$ cat config.mk
export PLATFORM = sky130hd
export DESIGN_NAME = duoseg_avalon_writer_flat
export DESIGN_NICKNAME = d
export VERILOG_FILES = /design/src/rtl/duoseg_avalon_writer_if.sv /design/src/rtl/duoseg_avalon_writer.sv /design/src/flat_wrapper.sv
export SDC_FILE = /design/constraint.sdc
export NUM_CORES = 1
export LEC_CHECK = 0
export CAP_MARGIN = 20
export CORE_UTILIZATION = 43
export CTS_CLUSTER_DIAMETER = 200
export DETAILED_ROUTE_END_ITERATION = 8
export DONT_BUFFER_PORTS = 1
export PLACE_DENSITY = 0.69
export SETUP_SLACK_MARGIN = 0.2
export SLEW_MARGIN = 20
export SYNTH_ARGS = -nofsm -noshare
export SYNTH_HDL_FRONTEND = slang
export SYNTH_SLANG_ARGS = --single-unit
$ cat constraint.sdc
create_clock -name clk -period 3.1 [get_ports clk]
set_input_delay 0.31 -clock clk [delete_from_list [all_inputs] [get_ports clk]]
set_output_delay 0.31 -clock clk [all_outputs]
set_load 0.01 [all_outputs]
$ cat src/rtl/duoseg_avalon_writer_if.sv
// Value stream plus Avalon-MM write channel between the duoseg writer and its neighbours.
// The master modport is the writer's view; the slave modport is the producer/display side.
interface duoseg_avalon_writer_if;
    logic [7:0]  value_in;
    logic        value_valid;
    logic        value_ready;
    logic [1:0]  master_address;
    logic        master_write;
    logic [15:0] master_writedata;
    logic [1:0]  master_byteenable;
    logic        master_waitrequest;

    modport master (
        input  value_in,
        input  value_valid,
        input  master_waitrequest,
        output value_ready,
        output master_address,
        output master_write,
        output master_writedata,
        output master_byteenable
    );

    modport slave (
        output value_in,
        output value_valid,
        output master_waitrequest,
        input  value_ready,
        input  master_address,
        input  master_write,
        input  master_writedata,
        input  master_byteenable
    );
endinterface

$ cat src/rtl/duoseg_avalon_writer.sv
// Avalon-MM master for the dual seven-segment display register: takes 8-bit values from a
// valid/ready stream, hex-encodes both nibbles and issues one 16-bit write per value.
module duoseg_avalon_writer #(
    parameter logic [1:0] SEG_ADDR   = 2'd0,
    parameter bit         ACTIVE_LOW = 1'b1,
    parameter bit         SKIP_SAME  = 1'b1
) (
    input  logic                   clk,
    input  logic                   reset_n,
    duoseg_avalon_writer_if.master bus,
    output logic                   busy,
    output logic [15:0]            write_count
);
    typedef enum logic {
        IDLE  = 1'b0,
        WRITE = 1'b1
    } state_t;

    state_t      state_q, state_d;
    logic        pend_valid_q, pend_valid_d;
    logic        last_valid_q, last_valid_d;
    logic        write_q, write_d;
    logic [1:0]  be_q, be_d;
    logic [15:0] wdata_q, wdata_d;
    logic [15:0] count_q, count_d;
    logic [7:0]  pend_q, pend_d;
    logic [7:0]  inflight_q, inflight_d;
    logic [7:0]  last_q, last_d;
    logic        accept;

    // Segment order g,f,e,d,c,b,a from bit 6 down to bit 0.
    function automatic logic [6:0] hex_to_seg(input logic [3:0] nib);
        logic [6:0] seg;
        case (nib)
            4'h0: seg = 7'h3F;
            4'h1: seg = 7'h06;
            4'h2: seg = 7'h5B;
            4'h3: seg = 7'h4F;
            4'h4: seg = 7'h66;
            4'h5: seg = 7'h6D;
            4'h6: seg = 7'h7D;
            4'h7: seg = 7'h07;
            4'h8: seg = 7'h7F;
            4'h9: seg = 7'h6F;
            4'hA: seg = 7'h77;
            4'hB: seg = 7'h7C;
            4'hC: seg = 7'h39;
            4'hD: seg = 7'h5E;
            4'hE: seg = 7'h79;
            4'hF: seg = 7'h71;
        endcase
        return seg;
    endfunction

    function automatic logic [15:0] encode(input logic [7:0] v);
        logic [6:0] hi;
        logic [6:0] lo;
        hi = hex_to_seg(v[7:4]);
        lo = hex_to_seg(v[3:0]);
        if (ACTIVE_LOW) begin
            hi = ~hi;
            lo = ~lo;
        end
        return {1'b0, hi, 1'b0, lo};
    endfunction

    assign accept = bus.value_valid & ~pend_valid_q;

    always_comb begin
        state_d      = state_q;
        pend_valid_d = pend_valid_q;
        last_valid_d = last_valid_q;
        write_d      = write_q;
        be_d         = be_q;
        wdata_d      = wdata_q;
        count_d      = count_q;
        pend_d       = pend_q;
        inflight_d   = inflight_q;
        last_d       = last_q;

        case (state_q)
            IDLE: begin
                if (pend_valid_q) begin
                    pend_valid_d = 1'b0;
                    if (!(SKIP_SAME && last_valid_q && (pend_q == last_q))) begin
                        wdata_d    = encode(pend_q);
                        write_d    = 1'b1;
                        be_d       = 2'b11;
                        inflight_d = pend_q;
                        state_d    = WRITE;
                    end
                end
            end
            WRITE: begin
                if (!bus.master_waitrequest) begin
                    write_d      = 1'b0;
                    be_d         = 2'b00;
                    last_d       = inflight_q;
                    last_valid_d = 1'b1;
                    count_d      = count_q + 16'd1;
                    state_d      = IDLE;
                end
            end
            default: state_d = IDLE;
        endcase

        // The pending slot is only writable while empty, so this never collides with a launch.
        if (accept) begin
            pend_d       = bus.value_in;
            pend_valid_d = 1'b1;
        end
    end

    always_ff @(posedge clk or negedge reset_n) begin
        if (!reset_n) begin
            state_q      <= IDLE;
            pend_valid_q <= 1'b0;
            last_valid_q <= 1'b0;
            write_q      <= 1'b0;
            be_q         <= 2'b00;
            wdata_q      <= 16'h0000;
            count_q      <= 16'h0000;
        end else begin
            state_q      <= state_d;
            pend_valid_q <= pend_valid_d;
            last_valid_q <= last_valid_d;
            write_q      <= write_d;
            be_q         <= be_d;
            wdata_q      <= wdata_d;
            count_q      <= count_d;
        end
    end

    // Value holders are qualified by the valid flags above and need no reset.
    always_ff @(posedge clk) begin
        pend_q     <= pend_d;
        inflight_q <= inflight_d;
        last_q     <= last_d;
    end

    assign bus.value_ready       = ~pend_valid_q;
    assign bus.master_address    = SEG_ADDR;
    assign bus.master_write      = write_q;
    assign bus.master_writedata  = wdata_q;
    assign bus.master_byteenable = be_q;
    assign busy                  = write_q | pend_valid_q;
    assign write_count           = count_q;
endmodule

$ cat src/flat_wrapper.sv
// flat-port wrapper written by rule: the top's interface ports become plain ports
module duoseg_avalon_writer_flat 
#(
    parameter logic [1:0] SEG_ADDR   = 2'd0,
    parameter bit         ACTIVE_LOW = 1'b1,
    parameter bit         SKIP_SAME  = 1'b1
)
  (clk, reset_n, busy, write_count, bus_value_in, bus_value_valid, bus_master_waitrequest, bus_value_ready, bus_master_address, bus_master_write, bus_master_writedata, bus_master_byteenable);
  duoseg_avalon_writer_if bus_i ();
  input  logic clk;
  input  logic reset_n;
  output logic busy;
  output logic [15:0] write_count;
  input wire logic [$bits(bus_i.value_in)-1:0] bus_value_in;
  input wire logic [$bits(bus_i.value_valid)-1:0] bus_value_valid;
  input wire logic [$bits(bus_i.master_waitrequest)-1:0] bus_master_waitrequest;
  output wire logic [$bits(bus_i.value_ready)-1:0] bus_value_ready;
  output wire logic [$bits(bus_i.master_address)-1:0] bus_master_address;
  output wire logic [$bits(bus_i.master_write)-1:0] bus_master_write;
  output wire logic [$bits(bus_i.master_writedata)-1:0] bus_master_writedata;
  output wire logic [$bits(bus_i.master_byteenable)-1:0] bus_master_byteenable;
  assign bus_i.value_in = bus_value_in;
  assign bus_i.value_valid = bus_value_valid;
  assign bus_i.master_waitrequest = bus_master_waitrequest;
  assign bus_value_ready = bus_i.value_ready;
  assign bus_master_address = bus_i.master_address;
  assign bus_master_write = bus_i.master_write;
  assign bus_master_writedata = bus_i.master_writedata;
  assign bus_master_byteenable = bus_i.master_byteenable;
  duoseg_avalon_writer #(.SEG_ADDR(SEG_ADDR), .ACTIVE_LOW(ACTIVE_LOW), .SKIP_SAME(SKIP_SAME)) u_core (.clk(clk), .reset_n(reset_n), .bus(bus_i), .busy(busy), .write_count(write_count));
endmodule
==> results.ini <==
[finish]
final_common_cell = dfrtp_1
fin_area_um2 = 3496
final_cells = 355
n_antenna_cell = 0
seq_area_um2 = 1852
post-route-util_pct = 48.20
nets = 278
final_cell_mix = dfrtp_1, inv_1, edfxtp_1, mux2i_1, xnor2_1
multi_input_area_um2 = 1205
layout-drive-gt1-share_pct = 14.06
n_fill_cell = 654
areaGrowthSynthToFinish_pct = 8.211

[setup_path]
critical_path_arrival_ns = 2.55
path_cells = nor2b_4 -> mux2_2 -> inv_1 -> ha_1 -> mux4_2 -> inv_1
crit_path_start_kind = register
crit_top_cell = inv_1
cp_num_buf_inv = 2
slowest_delay_ns = 0.48
crit_fanout = 12
criticalPathCategory = register to register
crit_family = multiplexers
cp_slowest_cell = mux4_2
worst_setup_path_end_kind = register
cp.required_ns = 3.38

[cts]
numCtsBuffers = 9
clk_latency_ns = 0.33
cts_buffer_depth = 2
cts_root_buf = clkbuf_8
htree_num_levels = 3
cts_tree = built
clkTransAtPathRegs_ns = 0.07
cts_sinks = 72

[timing]
period_share_pct = 73.41
slew_viol_final = 0
finalSetupViolations = 0
rsz0062_at_grt = false
hold_viol_final = 0
relSlewSlack_pct = 57.75
fin_setup_tns_ns = 0
hold_ws_ns = 0.06587
max_freq_mhz = 439.4
fin_ws_ns = 0.8244
min_period_ns = 2.276
worst_slew_pin_slew_ns = 0.6214
finalClockSkew_ns = 0.009834

[placement]
dp_slack_ns = 0.8550
io_buffers = 0
dp.cells = 337
gp_congestion = 0.7992
dp_hpwl_um = 3850
place_area_um2 = 3304

[routing]
totalWireLength_um = 5224
drcViolationCount = 0
dr.pass1.iters = 4
avgRoutedWirePerCell_um = 14.72
vias = 1731
viasPerCell = 4.876
first_iter_violations = 32
ant_nets = 0

[yosys]
synthDominantCellAreaShare_pct = 26.34
synth_cells = 242
synth-seq-cells = 72
synth_warnings = 0
yosysTopAreaCell = dfrtp_1
seq_area_frac_synth_pct = 57.32
yosys-top-cells-area = dfrtp_1, edfxtp_1, dfxtp_1
synthesis.area_um2 = 3231
synth.distinct_cells = 40
synth.avg_cell_area_um2 = 13.35

[pwr]
design_power_total_mw = 2.994
seq_power_share_pct = 52.0
p_int_mw = 2.008
clkPwrFrac_pct = 20.4
peakVddDrop_v = 0.0002730
power_switching_mw = 0.9859
pwr-share-comb_pct = 27.7
netSwitchingFraction_pct = 32.93
power_density_nw_per_um2 = 856.5
p_leak_nw = 1.527

[global_route]
overflow = 0
grt_max_degree = 35
first_global_vias = 1646
antenna_found_initial = 0
grt_usage_pct = 14.82
grt_pass1_wl_um = 8314

[die]
row_count = 31
die_y_um = 88.68
start_util_pct = 44.54
chipWidth_um = 88.68
coreArea_um2 = 7253
dieArea_um2 = 7863
pin_count = 51

[flow_run]
cap_violations = 0

[status]
outcome = complete, no violations

[min_path]
hp-class = primary input to register

==> repair_timing <==
action,in CTS,in global routing
buffers inserted,0,0
endpoints found under the hold margin,34,0
hold buffers,2,0
resized for setup,0,0
==> synth_stat cells <==
library cell  instances
dfrtp_1              34
inv_1                25
edfxtp_1             24
mux2i_1              19
xnor2_1              19
ha_1                 15
dfxtp_1              14
mux2_2               10
nand2_1              10
buf_4                 8
nor3_1                7
nor2_1                6
xor2_1                6
nand3_1               5
nand4_1               5
o22a_1                4
a21oi_1               2
a31oi_1               2
and3_1                2
and4_1                2
mux2i_4               2
mux4_2                2
o32a_1                2
a21o_1                1
a221oi_1              1
a221oi_2              1
and2_1                1
buf_2                 1
buf_6                 1
buf_8                 1
conb_1                1
mux2_4                1
mux2i_2               1
nand2b_1              1
nor2b_1               1
nor2b_4               1
nor4_1                1
o21ai_0               1
o31ai_4               1
or2_2                 1
==> power by group through the flow <==
stage          Combinational [mW]  Sequential (mW)  Clock [mW]
3_5_place_dp                0.818             1.58           0
3_3_place_gp                0.797             1.57           0
6_report                    0.828             1.56       0.610
4_1_cts                     0.838             1.56       0.638
2_1_floorplan               0.732             1.51           0
5_1_grt                     0.926             1.60       0.685
==> cell families (layout without fill, tap and decap cells) <==
group | count (synthesis) | after routing | share of synthesized area (%)
mux | 35 | 35 | 13.05
other cells | 1 | 4 | 0.1161
buf+inv | 36 | 47 | 5.732
simple gates | 43 | 43 | 7.010
fa+ha+maj | 15 | 15 | 5.809
flops | 72 | 72 | 57.32
xor+xnor | 25 | 25 | 6.778
compound gates | 15 | 15 | 4.183
==> per-layer routing <==
layer  track usage [%]  vias up  part of all wire, %
met1             18.38      835                   45
met3             7.929        4                  9.0
met2             21.33       50                   45
met5                 0        -                    0
met4             6.598        0                  1.1
li1                  -      842                    -
==> path summary, 6_finish.rpt <==
check / startpoint / end / slack [ns] / cells past startpoint
worst min register to register: register / u_core.bus.master_writedata[12] / 0.39 / 1
max in group asynchronous: reset_n / u_core.write_count[9] / 2.45 / 2
worst max-delay path: u_core.pend_valid_q / register / 0.82 / 6
min in group asynchronous: reset_n / u_core.pend_valid_q / 0.46 / 2
worst max register to register: u_core.pend_valid_q / register / 0.82 / 6
worst min-delay path: bus_value_in[2] / u_core.pend_q[2] / 0.07 / 0
==> cell type report <==
| cell class | count | area share [%] |
|---|---|---|
| Timing Repair Buffer | 6 | 1.718 |
| Sequential cell | 72 | 52.97 |
| Tap cell | 99 | 3.543 |
| Clock buffer | 15 | 4.474 |
| Clock inverter | 1 | 0.1432 |
| Multi-Input combinational cell | 137 | 34.47 |
| Inverter | 25 | 2.684 |
Power figures use the tool's default switching activity.
